## config.mk

```make
export PLATFORM = sky130hd
export DESIGN_NAME = rs232_tx_sink
export DESIGN_NICKNAME = d
export VERILOG_FILES = /design/src/rtl/rs232_pkg.sv /design/src/rtl/rs232_baud_gen.sv /design/src/rtl/rs232_tx_sink.sv
export SDC_FILE = /design/constraint.sdc
export NUM_CORES = 1
export LEC_CHECK = 0
export CAP_MARGIN = 10
export CORE_MARGIN = 2
export CORE_UTILIZATION = 45
export DETAILED_ROUTE_END_ITERATION = 8
export GPL_ROUTABILITY_DRIVEN = 0
export PLACE_DENSITY = 0.72
export SYNTH_ARGS = -nofsm -noshare
export SYNTH_HDL_FRONTEND = slang
export SYNTH_SLANG_ARGS = --single-unit
```

## constraint.sdc

```tcl
create_clock -name clk -period 5.2 [get_ports clk]
set_input_delay 0.52 -clock clk [delete_from_list [all_inputs] [get_ports clk]]
set_output_delay 0.52 -clock clk [all_outputs]
set_load 0.02 [all_outputs]
```

## src/rtl/rs232_pkg.sv

```systemverilog
// rs232_pkg
//   Shared types and constants for the RS-232 stream transmitter (and its
//   future matching receiver).
//   Contents:
//     STREAM_WIDTH  - width of the stb/ack stream word
//     CHAR_WIDTH    - bits per serial character
//     tx_state_e    - transmitter FSM states
//     calc_divisor  - clock cycles per bit, rounded to nearest
package rs232_pkg;

  localparam int STREAM_WIDTH = 32;
  localparam int CHAR_WIDTH   = 8;

  typedef enum logic [2:0] {
    IDLE   = 3'd0,
    START  = 3'd1,
    DATA   = 3'd2,
    PARITY = 3'd3,
    STOP   = 3'd4
  } tx_state_e;

  // Rounded rather than truncated so the bit period error stays below half a
  // clock for any clock/baud pair.
  function automatic int calc_divisor(input int clock_frequency, input int baud_rate);
    return (clock_frequency + baud_rate / 2) / baud_rate;
  endfunction

endpackage

```

## src/rtl/rs232_baud_gen.sv

```systemverilog
// rs232_baud_gen
//   Bit-period timer: counts 0..DIVISOR-1 while enabled and pulses o_bit_tick
//   for one cycle on the count that wraps back to 0.
//   Ports:
//     i_clk       system clock
//     i_rst_n     asynchronous active-low reset
//     i_clr       synchronous clear to 0 (wins over i_en, suppresses tick)
//     i_en        count enable
//     o_bit_tick  high during the last cycle of each bit period
module rs232_baud_gen #(
  parameter int DIVISOR = 868
) (
  input  logic i_clk,
  input  logic i_rst_n,
  input  logic i_clr,
  input  logic i_en,
  output logic o_bit_tick
);

  localparam int CNT_W = (DIVISOR > 1) ? $clog2(DIVISOR) : 1;
  localparam logic [CNT_W-1:0] LAST = CNT_W'(DIVISOR - 1);

  logic [CNT_W-1:0] r_cnt;
  logic             w_wrap;

  assign w_wrap     = (r_cnt == LAST);
  assign o_bit_tick = i_en && !i_clr && w_wrap;

  always_ff @(posedge i_clk or negedge i_rst_n) begin
    if (!i_rst_n) begin
      r_cnt <= '0;
    end else if (i_clr) begin
      r_cnt <= '0;
    end else if (i_en) begin
      r_cnt <= w_wrap ? '0 : r_cnt + 1'b1;
    end
  end

endmodule

```

## src/rtl/rs232_tx_sink.sv

```systemverilog
// rs232_tx_sink
//   Stream-to-UART transmitter. Accepts 32-bit stb/ack words and sends bits
//   [7:0] as an RS-232 frame (start, 8 data LSB first, [parity], stop).
//   Build option: define RS232_TX_PARITY_EN for 8E1 frames (even parity bit
//   after the data bits); undefined gives plain 8N1.
//   Ports:
//     clk           system clock
//     rst           asynchronous active-low reset
//     input_in      stream data, only [7:0] is sent
//     input_in_stb  producer has a word
//     input_in_ack  sink ready; transfer on an edge with stb && ack
//     tx            serial line, idle high
//     busy          high while a frame is on the line
module rs232_tx_sink
  import rs232_pkg::*;
#(
  parameter int CLOCK_FREQUENCY = 100000000,
  parameter int BAUD_RATE       = 115200
) (
  input  logic                    clk,
  input  logic                    rst,
  input  logic [STREAM_WIDTH-1:0] input_in,
  input  logic                    input_in_stb,
  output logic                    input_in_ack,
  output logic                    tx,
  output logic                    busy
);

  localparam int DIVISOR = calc_divisor(CLOCK_FREQUENCY, BAUD_RATE);
  localparam logic [2:0] LAST_BIT = 3'(CHAR_WIDTH - 1);

  tx_state_e             r_state, w_state_nxt;
  logic [CHAR_WIDTH-1:0] r_data, w_data_nxt;
  logic [2:0]            r_bit_idx, w_bit_idx_nxt;
  logic [2:0]            w_bit_idx_inc;
  logic                  r_tx, w_tx_nxt;
  logic                  r_ack, w_ack_nxt;
  logic                  r_busy, w_busy_nxt;
  logic                  w_handshake;
  logic                  w_bit_tick;
  logic                  w_unused_upper;

  // Upper stream bits carry nothing for a character sink.
  assign w_unused_upper = ^input_in[STREAM_WIDTH-1:CHAR_WIDTH];

  assign w_handshake   = (r_state == IDLE) && r_ack && input_in_stb;
  assign w_bit_idx_inc = r_bit_idx + 3'd1;

  rs232_baud_gen #(
    .DIVISOR (DIVISOR)
  ) u_baud_gen (
    .i_clk      (clk),
    .i_rst_n    (rst),
    .i_clr      (w_handshake),
    .i_en       (r_state != IDLE),
    .o_bit_tick (w_bit_tick)
  );

  always_ff @(posedge clk or negedge rst) begin
    if (!rst) begin
      r_state   <= IDLE;
      r_data    <= '0;
      r_bit_idx <= '0;
      r_tx      <= 1'b1;
      r_ack     <= 1'b0;
      r_busy    <= 1'b0;
    end else begin
      r_state   <= w_state_nxt;
      r_data    <= w_data_nxt;
      r_bit_idx <= w_bit_idx_nxt;
      r_tx      <= w_tx_nxt;
      r_ack     <= w_ack_nxt;
      r_busy    <= w_busy_nxt;
    end
  end

  // All outputs are registered: next values are decided here so tx changes
  // exactly on the edge that starts each bit.
  always_comb begin
    w_state_nxt   = r_state;
    w_data_nxt    = r_data;
    w_bit_idx_nxt = r_bit_idx;
    w_tx_nxt      = r_tx;
    w_ack_nxt     = r_ack;
    w_busy_nxt    = r_busy;
    case (r_state)
      IDLE: begin
        if (w_handshake) begin
          w_data_nxt    = input_in[CHAR_WIDTH-1:0];
          w_bit_idx_nxt = '0;
          w_ack_nxt     = 1'b0;
          w_busy_nxt    = 1'b1;
          w_tx_nxt      = 1'b0;
          w_state_nxt   = START;
        end else begin
          w_ack_nxt = 1'b1;
        end
      end
      START: begin
        if (w_bit_tick) begin
          w_tx_nxt    = r_data[0];
          w_state_nxt = DATA;
        end
      end
      DATA: begin
        if (w_bit_tick) begin
          if (r_bit_idx == LAST_BIT) begin
`ifdef RS232_TX_PARITY_EN
            w_tx_nxt    = ^r_data;
            w_state_nxt = PARITY;
`else
            w_tx_nxt    = 1'b1;
            w_state_nxt = STOP;
`endif
          end else begin
            w_bit_idx_nxt = w_bit_idx_inc;
            w_tx_nxt      = r_data[w_bit_idx_inc];
          end
        end
      end
`ifdef RS232_TX_PARITY_EN
      PARITY: begin
        if (w_bit_tick) begin
          w_tx_nxt    = 1'b1;
          w_state_nxt = STOP;
        end
      end
`endif
      STOP: begin
        // ack rises on the same edge the frame ends so a held stb can start
        // the next frame one cycle later.
        if (w_bit_tick) begin
          w_busy_nxt  = 1'b0;
          w_ack_nxt   = 1'b1;
          w_state_nxt = IDLE;
        end
      end
      default: begin
        w_tx_nxt    = 1'b1;
        w_ack_nxt   = 1'b0;
        w_busy_nxt  = 1'b0;
        w_state_nxt = IDLE;
      end
    endcase
  end

  assign input_in_ack = r_ack;
  assign tx           = r_tx;
  assign busy         = r_busy;

endmodule

```

== Yosys cells after proc, flatten, opt, wreduce, memory -nomap -nowiden ==
Cells that the tools add are included.

* Flip-flop bits (word level): 27
* Input bits: 35
* Output and inout bits: 3
* Word-level logic and storage cells: 65

* $add $sub $neg: 2
* Magnitude comparators: 1
* Equality and inequality tests: 11
* Multiplexer cells: 26
* Bitwise gates (word level): 2
* Reduce and logical (&&, ||, !) cells: 16

{| class="wikitable"
|+ Operators with widths
! operator !! number
|-
| two-way mux 10 bit || 3
|-
| two-way mux 3 bit || 8
|-
| one-hot mux 3 bit (4 select lines) || 1
|-
| adder 10 x 1 -> 10 bit (second input constant) || 1
|-
| equality test 10 bit (second input constant) || 1
|-
| two-way mux 1 bit || 9
|-
| != test 2 x 1 -> 1 bit (second input constant) || 4
|-
| AND reduction 4 bit || 2
|-
| equality test 3 bit (second input constant) || 2
|-
| one-hot mux 1 bit (3 select lines) || 2
|-
| one-hot mux 3 bit (2 select lines) || 1
|-
| AND reduction 5 bit || 1
|-
| logical AND 1 bit || 4
|-
| < comparator 3 x 4 -> 1 bit (second input constant) || 1
|-
| != test 2 bit (second input constant) || 2
|-
| one-hot mux 1 bit (4 select lines) || 1
|-
| AND reduction 2 bit || 2
|-
| nonzero test 2 bit || 2
|-
| adder 3 x 1 -> 3 bit (second input constant) || 1
|-
| binary-select mux 1 bit (select 3 bit) || 1
|-
| equality test 3 x 1 -> 1 bit (second input constant) || 1
|-
| equality test 3 x 2 -> 1 bit (second input constant) || 1
|-
| zero test 3 bit || 1
|-
| AND reduction 3 bit || 1
|-
| 4 further kinds || 5
|}

== Logic depth before layout (Yosys ltp) ==
Gate-level depths: netlist of the first run.

* Word-level depth: 8
* Gate-level depth with buffers: 7
* Gate-level depth less buffers: 6

== Hierarchy ==
From an unflattened synthesis of the first run, not the netlist that was laid out.

* Cells, all modules: 141
* Area total of the unflattened synthesis: 1508.9 um^2

{| class="wikitable"
|+ Modules (own cells, without submodules)
! module !! instances !! cells an instance !! area an instance (um^2) !! sequential area each (um^2)
|-
| rs232_tx_sink || 1 || 78 || 935.9 || 426.7
|-
| rs232_baud_gen || 1 || 63 || 573.0 || 250.2
|}

== Least setup slack after synthesis of the first run ==
No wires, ideal clock.

* Path kind: reg2reg
* Start: register u_baud_gen.r_cnt[2]
* End: register r_bit_idx[0]
* Library setup time: 0.137 ns
* Arrival: 1.943 ns
* Required time: 5.063 ns
* Path slack: 3.120 ns
* Cell stages (with the launch flop): 6
* Path buffers: 1
* Clock period less this slack: 2.080 ns
* Path through: dfrtp_1 > or4b_4 > or3_1 > or4_1 > buf_2 > mux2i_1

* Word-level cells in the longest chain between the ends: 4

{| class="wikitable"
|+ RTL lines
! what !! RTL line !! source
|-
| start, declared || rs232_baud_gen.sv:23 || <nowiki>logic [CNT_W-1:0] r_cnt;</nowiki>
|-
| start signal, assigned || rs232_baud_gen.sv:35 || <nowiki>r_cnt <= w_wrap ? '0 : r_cnt + 1'b1;</nowiki>
|-
| equality test 10 bit || rs232_baud_gen.sv:26 || <nowiki>assign w_wrap = (r_cnt == LAST);</nowiki>
|-
| logical AND 1 bit || rs232_baud_gen.sv:27 || <nowiki>assign o_bit_tick = i_en && !i_clr && w_wrap;</nowiki>
|-
| != test 2 x 1 -> 1 bit (no line) || - ||
|-
| AND reduction 4 bit (no line) || - ||
|-
| end signal, assigned || rs232_tx_sink.sv:70 || <nowiki>r_bit_idx <= w_bit_idx_nxt;</nowiki>
|-
| end, declared || rs232_tx_sink.sv:34 || <nowiki>logic [2:0] r_bit_idx, w_bit_idx_nxt;</nowiki>
|}

Every way passes these cells.
A chain may end at the register's enable or synchronous reset.

== Worst setup path after layout of the first run ==
Ends and elaborated chain as after synthesis.

==> results of run 1 <==
-- worst reg2reg max path, cell delays in order (launching register included) --
cell and delay (ps):
sky130_fd_sc_hd__dfrtp_1 480, sky130_fd_sc_hd__or4b_4 590, sky130_fd_sc_hd__or3_1 350, sky130_fd_sc_hd__or4_1 510
sky130_fd_sc_hd__mux2i_1 160
-- cell usage in the layout, fill, tap and decap left out, types with 2 or more instances in the layout --
cell	instances
sky130_fd_sc_hd__nand3b_1	2
sky130_fd_sc_hd__nor2_1	5
sky130_fd_sc_hd__ha_1	3
sky130_fd_sc_hd__mux2i_1	8
sky130_fd_sc_hd__a41oi_1	2
sky130_fd_sc_hd__nand3_1	8
sky130_fd_sc_hd__nand2_1	9
sky130_fd_sc_hd__and4_2	2
sky130_fd_sc_hd__dfrtp_1	26
sky130_fd_sc_hd__o22ai_1	2
sky130_fd_sc_hd__mux2_2	9
sky130_fd_sc_hd__a31oi_1	3
sky130_fd_sc_hd__a21oi_1	9
sky130_fd_sc_hd__a21o_1	2
sky130_fd_sc_hd__clkdlybuf4s50_1	13
sky130_fd_sc_hd__clkbuf_4	3
sky130_fd_sc_hd__o21ai_0	11
sky130_fd_sc_hd__nor3_1	6
sky130_fd_sc_hd__a22o_1	3
sky130_fd_sc_hd__or3_1	3
sky130_fd_sc_hd__inv_1	5
sky130_fd_sc_hd__nand4_1	3
-- final timing paths --
| kind | cells after the start | end | start | slack, ps |
|---|---|---|---|---|
| setup / recovery | 4 | r_bit_idx[0] | u_baud_gen.r_cnt[2] | 3010 |
| hold / removal | 1 | busy | busy | 510 |
| setup reg to reg | 4 | r_bit_idx[0] | u_baud_gen.r_cnt[2] | 3010 |
| hold reg to reg | 1 | busy | busy | 510 |
| max in group asynchronous | 2 | tx | rst | 4390 |
| min in group asynchronous | 2 | r_state[1] | rst | 520 |
-- power breakdown --
group          leakage, nW  internal, W  switching, W
Combinational        0.322    0.0000952     0.0000867
Sequential           0.332     0.000270     0.0000661
Clock               0.0183    0.0000315     0.0000685
-- kinds of logic after synthesis --
kind of cell | Yosys count
xor gates and xnor gates | 2
adders and majority gates | 3
buffers and inverters | 12
AOI/OAI and AO/OA | 39
DFF | 27
muxes | 17
and+or+nand+nor | 42
-- flip-flops by register name (all words and copies together) (netlist names) --
register          count
input_in_ack          1
r_data                8
tx                    1
r_state               3
u_baud_gen.r_cnt     10
busy                  1
r_bit_idx             3
-- stage by stage --
| step | total power (W) | utilization (%) | setup WS [ps] | hold slack [ps] | cell area, µm² |
|---|---|---|---|---|---|
| after global routing | 0.0006644 | 53.52 | 2904 | 543.3 | 1634 |
| after CTS | 0.0006219 | 53.52 | 3006 | 522.5 | 1634 |
| after detailed placement | 0.0005223 | 52.50 | 2867 | 476.5 | 1603 |
| after global placement | 0.0005110 | 52.50 | 2891 | 471.4 | 1603 |
| after floorplan | 0.0004543 | - | 3120 | 224.4 | 1438 |
| final | 0.0006181 | 53.52 | 3012 | 514.8 | 1634 |
-- final cells by class --
| type | count | area [µm²] |
|---|---|---|
| Inverter | 5 | 18.77 |
| Fill cell | 294 | 1419 |
| Tap cell | 44 | 55.05 |
| Timing Repair Buffer | 14 | 137.6 |
| Clock inverter | 1 | 8.758 |
| Clock buffer | 3 | 22.52 |
| Multi-Input combinational cell | 103 | 714.4 |
| Sequential cell | 27 | 676.9 |
-- metal layers --
layer  vias to the layer above  part of all wire (%)  GRT usage [%]
met5                         -                     0              0
met4                         0                  0.84          4.969
met3                         4                   3.6          3.198
met2                        20                    48          31.06
met1                       578                    47          25.00
li1                        555                     -              -
==> impl.org, run 1 <==
** Run status
- Outcome :: completed

** Cells and area
- ANT cells :: 0
- For this run, the post-layout net count is 192.
- Share of cells above drive strength 1 :: 12.42%
- Syn-to-layout area delta :: 13.66%
- Non-Filler Instances :: 197

** Worst setup path
- Critical path required time :: 5430 ps
- The largest single stage delay on the critical path is 590 ps.
- CP bufs+invs :: 0
- Arrival time of the worst setup path :: 2420 ps
- Ordered list of cells on the worst path :: or4b_4, or3_1, or4_1, mux2i_1
- The worst setup path is captured at a flop.
- The slowest stage of the critical path is the sky130_fd_sc_hd__or4b_4 cell.
- Critical path start-end classification :: reg2reg
- Startpoint type of the worst setup path :: flop
- CP Max Fanout :: 8
- Crit-path leading delay family :: simple AND/OR/NAND/NOR gates

** Floorplanning
- The die is 60.52 µm tall.
- For this configuration, the core starts out at a cell density of 47.09%.
- The floorplan has 20 rows.
- The region available for standard cell placement spans 0.003053 mm².
- During I/O placement, the number of pins put on the boundary was 38.
- Area of the die :: 0.003663 mm²
- The die is 60.52 µm wide.

** Clock tree
- Number of gates resized after CTS :: 0
- Count of buffers added by post-CTS timing repair for setup :: 0
- Master cell of the clock root buffer :: sky130_fd_sc_hd__clkbuf_4
- Number of buffers created by CTS :: 3
- Buffers from clock root to sink, at most :: 2
- After clock tree synthesis, the clock-pin slew on the worst setup and hold paths is 160 ps.
- Buffers inserted to repair hold after CTS numbered 0.
- Clock Sinks :: 27
- In this run the number of H-tree levels came out at 1.
- TritonCTS clock tree :: done
- For the worst-skew pair, the clock arrives at the later sink with an insertion delay of 340 ps.

** Placement
- The count of buffers added on input and output ports is 13.
- Detailed Place HPWL :: 2031 µm
- Placed instance count :: 193

** Yosys
- Cell types with the largest area share after synthesis :: sky130_fd_sc_hd__dfrtp_1, sky130_fd_sc_hd__mux2_2, sky130_fd_sc_hd__mux2i_1
- Area share of xor/xnor cells in the synthesized design :: 1.218%
- Synth Area in Compound Gates :: 17.32%
- Number of flops mapped to enable cells by yosys :: 0
- Sequential fraction of the synthesis area :: 47.08%
- Number of nets produced by synthesis :: 180
- Top cell types by occurrence after synthesis :: sky130_fd_sc_hd__dfrtp_1, sky130_fd_sc_hd__o21ai_0, sky130_fd_sc_hd__a21oi_1, sky130_fd_sc_hd__mux2_2, sky130_fd_sc_hd__nand2_1
- The synthesized netlist contains 36 unique library cells.
- Library cell occupying the most area in the post-synthesis netlist :: sky130_fd_sc_hd__dfrtp_1
- Top cell type's share of synthesized area :: 45.26%
- After synthesis, the largest family of logic cells by area is compound AO/OA/AOI/OAI gates.
- After technology mapping, the gate count stands at 142.
- Summing the areas of all and, or, nand and nor instances in the mapped netlist gives 15.93% of the synthesized area.
- Ys flop type :: sky130_fd_sc_hd__dfrtp_1
- Synthesized cell area :: 0.001438 mm²
- In the synthesized netlist the async set-or-reset flop fraction comes to 100.0%.
- Synthesis inferred 27 register bits.
- Syn avg cell area :: 10.12 µm²
- Adder-cell share of the synthesized area :: 2.611%
- For this run, the number of Yosys warnings is 0.
- Mux contribution to synthesized area :: 12.62%
- In the post-synthesis netlist, the cell with the most instances is sky130_fd_sc_hd__dfrtp_1.

** GRT
- First-pass GRT wire length :: 5119 µm
- Pin count of the biggest net entering global routing :: 28
- Summed over all layers, the global routing overflow is 0.
- Initial antenna violation count :: 0
- Vias in the first global route :: 1155
- Global routing consumed, over all layers together, 18.52% of the routing resources.

** Timing
- Subtracting the final worst setup slack from the clock period gives 2188 ps.
- Final number of hold-violating endpoints :: 0
- The clock arrives with 6.624 ps of skew.
- The final-report max-slew violation count was 0.
- Setup violations remaining at the end of the flow were counted as 0.
- Summed over all failing endpoints, the final setup total negative slack is 0 ps.
- For the pin with the worst max-slew slack, the measured transition is 698.7 ps.
- Setup repair after global routing left no endpoint under its margin.
- Fmax :: 457.1 MHz
- Worst-case headroom to the max-slew limit :: 53.24%
- Final period utilization :: 42.07%

** Power
- Power density over the cells :: 378.3 mW/mm²
- The worst-case IR drop observed on VDD is 0.1487 mV.
- Summed over all cells, the static leakage comes to 0.6724 nW.

** Hold path
- Path class of the lowest-slack min-delay path :: reg2reg

** Drt
- Routed vias :: 1157
- For this block, the initial DRC count from the detailed router was 91.
- Final routed DRC violation total :: 0
- Post-route antenna net violation count :: 0
- The routed design has 2841 µm of wire.
- First-pass detailed-route iteration total :: 5
- Dividing the detail-routed wire length by the instance count gives 14.42 µm.
- Routed vias/inst :: 5.873

** Flow run
- Number of max-capacitance violations reported :: 0
Power figures use the tool's default switching activity.
==> run 2: changes to the inputs <==
--- a/config.mk
+++ b/config.mk
@@ -7,7 +7,7 @@
 export LEC_CHECK = 0
 export CAP_MARGIN = 10
 export CORE_MARGIN = 2
-export CORE_UTILIZATION = 45
+export CORE_UTILIZATION = 43
 export DETAILED_ROUTE_END_ITERATION = 8
 export GPL_ROUTABILITY_DRIVEN = 0
 export PLACE_DENSITY = 0.72
==> constraint.sdc (replaced) <==
create_clock -name clk -period 1.9 [get_ports clk]
set_input_delay 0.19 -clock clk [delete_from_list [all_inputs] [get_ports clk]]
set_output_delay 0.19 -clock clk [all_outputs]
set_load 0.02 [all_outputs]
==> run 2 against run 1 <==
- register-to-register slack got worse by 3100 ps
- global-route usage increased by 1.5 points
- sequential share of layout area fell by 4.2 points
- routed wire length is 15% higher
- cell area rose by 11%
- the run now ends with setup timing left
==> impl.org, run 2 (same netlist as run 1, synthesis figures left out) <==
** Clock tree
- Clock-pin slew reported for the worst setup and hold paths after clock tree synthesis :: 160 ps (about the same)
- TritonCTS clock tree :: done (unchanged)
- The number of buffers created by CTS is 3 (unchanged).
- The cell chosen for the clock root is sky130_fd_sc_hd__clkbuf_4 (unchanged).
- Clock Sinks :: 27 (unchanged)
- The clock latency on the worst-skew pair is 330 ps (was 340 ps).
- Number of H-tree levels :: 1 (unchanged)
- Buffers from clock root to sink, at most :: 2 (unchanged)
- Cts hold-fix bufs :: 0 (unchanged)

** Timing
- Worst Clk Skew :: 11.96 ps (was 6.624 ps)
- The worst path setup slack after routing was -99.19 ps (was 3012 ps).
- Final period utilization :: 105.2% (was 42.07%)
- The final-report max-slew violation count is 0 (unchanged).
- The number of hold violations in the final report was 0 (unchanged).
- The transition at the pin with the smallest max-transition slack was 457.1 ps (was 698.7 ps).
- The final number of setup-violating endpoints is 4 (was 0).
- Fmax :: 500.2 MHz (was 457.1 MHz)
- Final worst hold slack :: 113.0 ps (was 514.8 ps)
- RSZ-0062 raised after global routing: yes (was no).
- Final period demand of the worst path :: 1999 ps (was 2188 ps)
- The worst slew margin relative to its limit came to 69.53% (was 53.24%).
- The setup TNS came to -279.4 ps (was 0 ps).

** Cells and area
- Commonest non-fill, non-tap cell in the layout :: sky130_fd_sc_hd__dfrtp_1 (unchanged)
- Most used cells in the layout excluding fill and tap cells: sky130_fd_sc_hd__dfrtp_1, sky130_fd_sc_hd__buf_4, sky130_fd_sc_hd__clkdlybuf4s50_1, sky130_fd_sc_hd__o21ai_0 (was sky130_fd_sc_hd__dfrtp_1, sky130_fd_sc_hd__clkdlybuf4s50_1, sky130_fd_sc_hd__o21ai_0).
- Flip-flop count of the largest register, all copies and words added :: 10 (unchanged)
- The register bank with the most flops is u_baud_gen.r_cnt (unchanged).
- Share of cells above drive strength 1 :: 25.14% (was 12.42%)
- Top flop regs: u_baud_gen.r_cnt: 10 flops, r_data: 8 flops (unchanged).
- The number of nets in the finished design came to 214 (was 192).
- Fill count :: 260 (was 294)
- The area occupied by registers came to 676.9 µm² (unchanged).
- ANT cells :: 0 (unchanged)
- The final instance count without filler cells is 219 (was 197).
- The final standard cell utilization of the core came to 58.20% (was 53.52%).
- The multi-input logic area came to 744.5 µm² (was 714.4 µm²).
- Syn-to-layout area delta :: 26.63% (was 13.66%)

** Worst setup path
- Startpoint type of the worst setup path :: flop (unchanged)
- Worst stage delay on the critical path :: 540 ps (was 590 ps)
- The kind of capture point of the worst setup path was a flop (unchanged).
- CP Max Fanout :: 3 (was 8)
- Number of cell instances on the worst register-to-register path :: 4 (unchanged)
- Critical path start-end classification :: reg2reg (unchanged)
- Standard cell with the maximum stage delay on the critical path :: sky130_fd_sc_hd__or4b_4 (unchanged)
- Arrival time of the worst setup path :: 2230 ps (was 2420 ps)
- The required time at the worst-slack endpoint is 2130 ps (was 5430 ps).
- Worst-case register-to-register setup slack :: -100 ps (was 3010 ps)
- The endpoint of the lowest-slack register-to-register path is r_bit_idx[1] (was r_bit_idx[0]).
- Ordered list of cells on the worst path: or4b_4, or3_1, or4_4, mux2i_1 (was or4b_4, or3_1, or4_1, mux2i_1).
- Worst flop-to-flop path startpoint :: u_baud_gen.r_cnt[7] (was u_baud_gen.r_cnt[2])

** GRT
- Overall routing resource usage :: 19.98% (was 18.52%)
- Initial antenna violation count :: 0 (unchanged)
- Vias in the first global route :: 1245 (was 1155)
- Pin count of the biggest net entering global routing :: 17 (was 28)
- The remaining global-route overflow is 0 (unchanged).
- First-pass GRT wire length :: 5664 µm (was 5119 µm)

** Floorplanning
- The initial cell density of the core is 45.96% (was 47.09%).
- The floorplan die area came to 0.003822 mm² (was 0.003663 mm²).
- Height of the chip :: 61.82 µm (was 60.52 µm)
- The core footprint is 0.003128 mm² (was 0.003053 mm²).
- The die extent in x was 61.82 µm (was 60.52 µm).
- Standard-cell row count :: 20 (unchanged)
- The number of top-level pins was 38 (unchanged).

** Drt
- Number of DRC markers after the initial detailed-route iteration :: 108 (was 91)
- Routed vias/inst :: 5.849 (was 5.873)
- The final antenna-violating net count came to 0 (unchanged).
- First-pass detailed-route iteration total :: 4 (was 5)
- Wire length per cell :: 14.95 µm (was 14.42 µm)
- Final routed DRC violation total :: 0 (unchanged)
- The overall routed net length is 3275 µm (was 2841 µm).
- The routed via count was 1281 (was 1157).

** Run status
- Outcome: finished with violations (was completed).
- The checks that failed: setup timing.

** Placement
- Detailed Place HPWL :: 2378 µm (was 2031 µm)
- The number of cells in the design after placement came to 211 (was 193).
- I/O Buffers :: 13 (unchanged)
- Pre-CTS setup slack :: -151.1 ps (was 2867 ps)

** Power
- The worst IR drop on VDD was 0.4627 mV (was 0.1487 mV).
- The static leakage is 0.7801 nW (was 0.6724 nW).
- The power per unit of standard cell area was 1016 mW/mm² (was 378.3 mW/mm²).

** Hold path
- The worst hold path class was in2async (was reg2reg).

** Flow run
- Number of max-capacitance violations reported :: 0 (unchanged)
[run 2: power by group]
part / leakage, nW / switching, W / internal (W)
Sequential: 0.332 / 0.000113 / 0.000740
Clock: 0.0139 / 0.000176 / 0.0000804
Combinational: 0.434 / 0.000364 / 0.000377
Total: 0.780 / 0.000652 / 0.00120
[run 2: area by class of cell]
type / count / share of cell area (%)
well taps: 44 / 3.024
repair buffers: 35 / 16.22
clock buffers: 3 / 1.237
inverters: 5 / 1.031
multi-input cells: 104 / 40.89
clock inverters: 1 / 0.4124
flip-flops and latches: 27 / 37.18
[run 2: layer usage]
layer | routed length [µm] | global-route usage, %
met2 | 1665 | 34.29
met4 | 47 | 7.599
met5 | 0 | 0
met3 | 119 | 2.277
met1 | 1442 | 25.88
[run 2: how the worst max path moves through the flow]
stage	start	end	slack [ps]	cells after the start
after detailed placement	u_baud_gen.r_cnt[7]	r_bit_idx[1]	-150	4
after floorplan	u_baud_gen.r_cnt[7]	r_bit_idx[0]	-170	5
final	u_baud_gen.r_cnt[7]	r_bit_idx[1]	-100	4
after global placement	u_baud_gen.r_cnt[7]	r_bit_idx[1]	-140	4
after global routing	u_baud_gen.r_cnt[7]	r_bit_idx[1]	-160	4
after CTS	u_baud_gen.r_cnt[7]	r_bit_idx[1]	-110	4
[run 2: worst max-delay path, delay by kind of cell, from the launching register on]
kind	cells	cell delay, ps
and+or+nand+nor	3	1350
DFF	1	410
muxes	1	150
[run 2: through the flow]
| stage | power [W] | cell area (µm²) |
|---|---|---|
| finish | 0.001850 | 1821 |
| global route | 0.001978 | 1821 |
| CTS | 0.001831 | 1790 |
| detailed placement | 0.001557 | 1740 |
| global placement | 0.001506 | 1740 |
| floorplan | 0.001245 | 1440 |
[run 2: what timing repair did]
item                       in CTS  in global routing
cloned                          1                  0
pin swaps                       1                  0
setup buffers                   1                  2
gates resized for setup         2                  2
setup endpoints to repair       6                  7
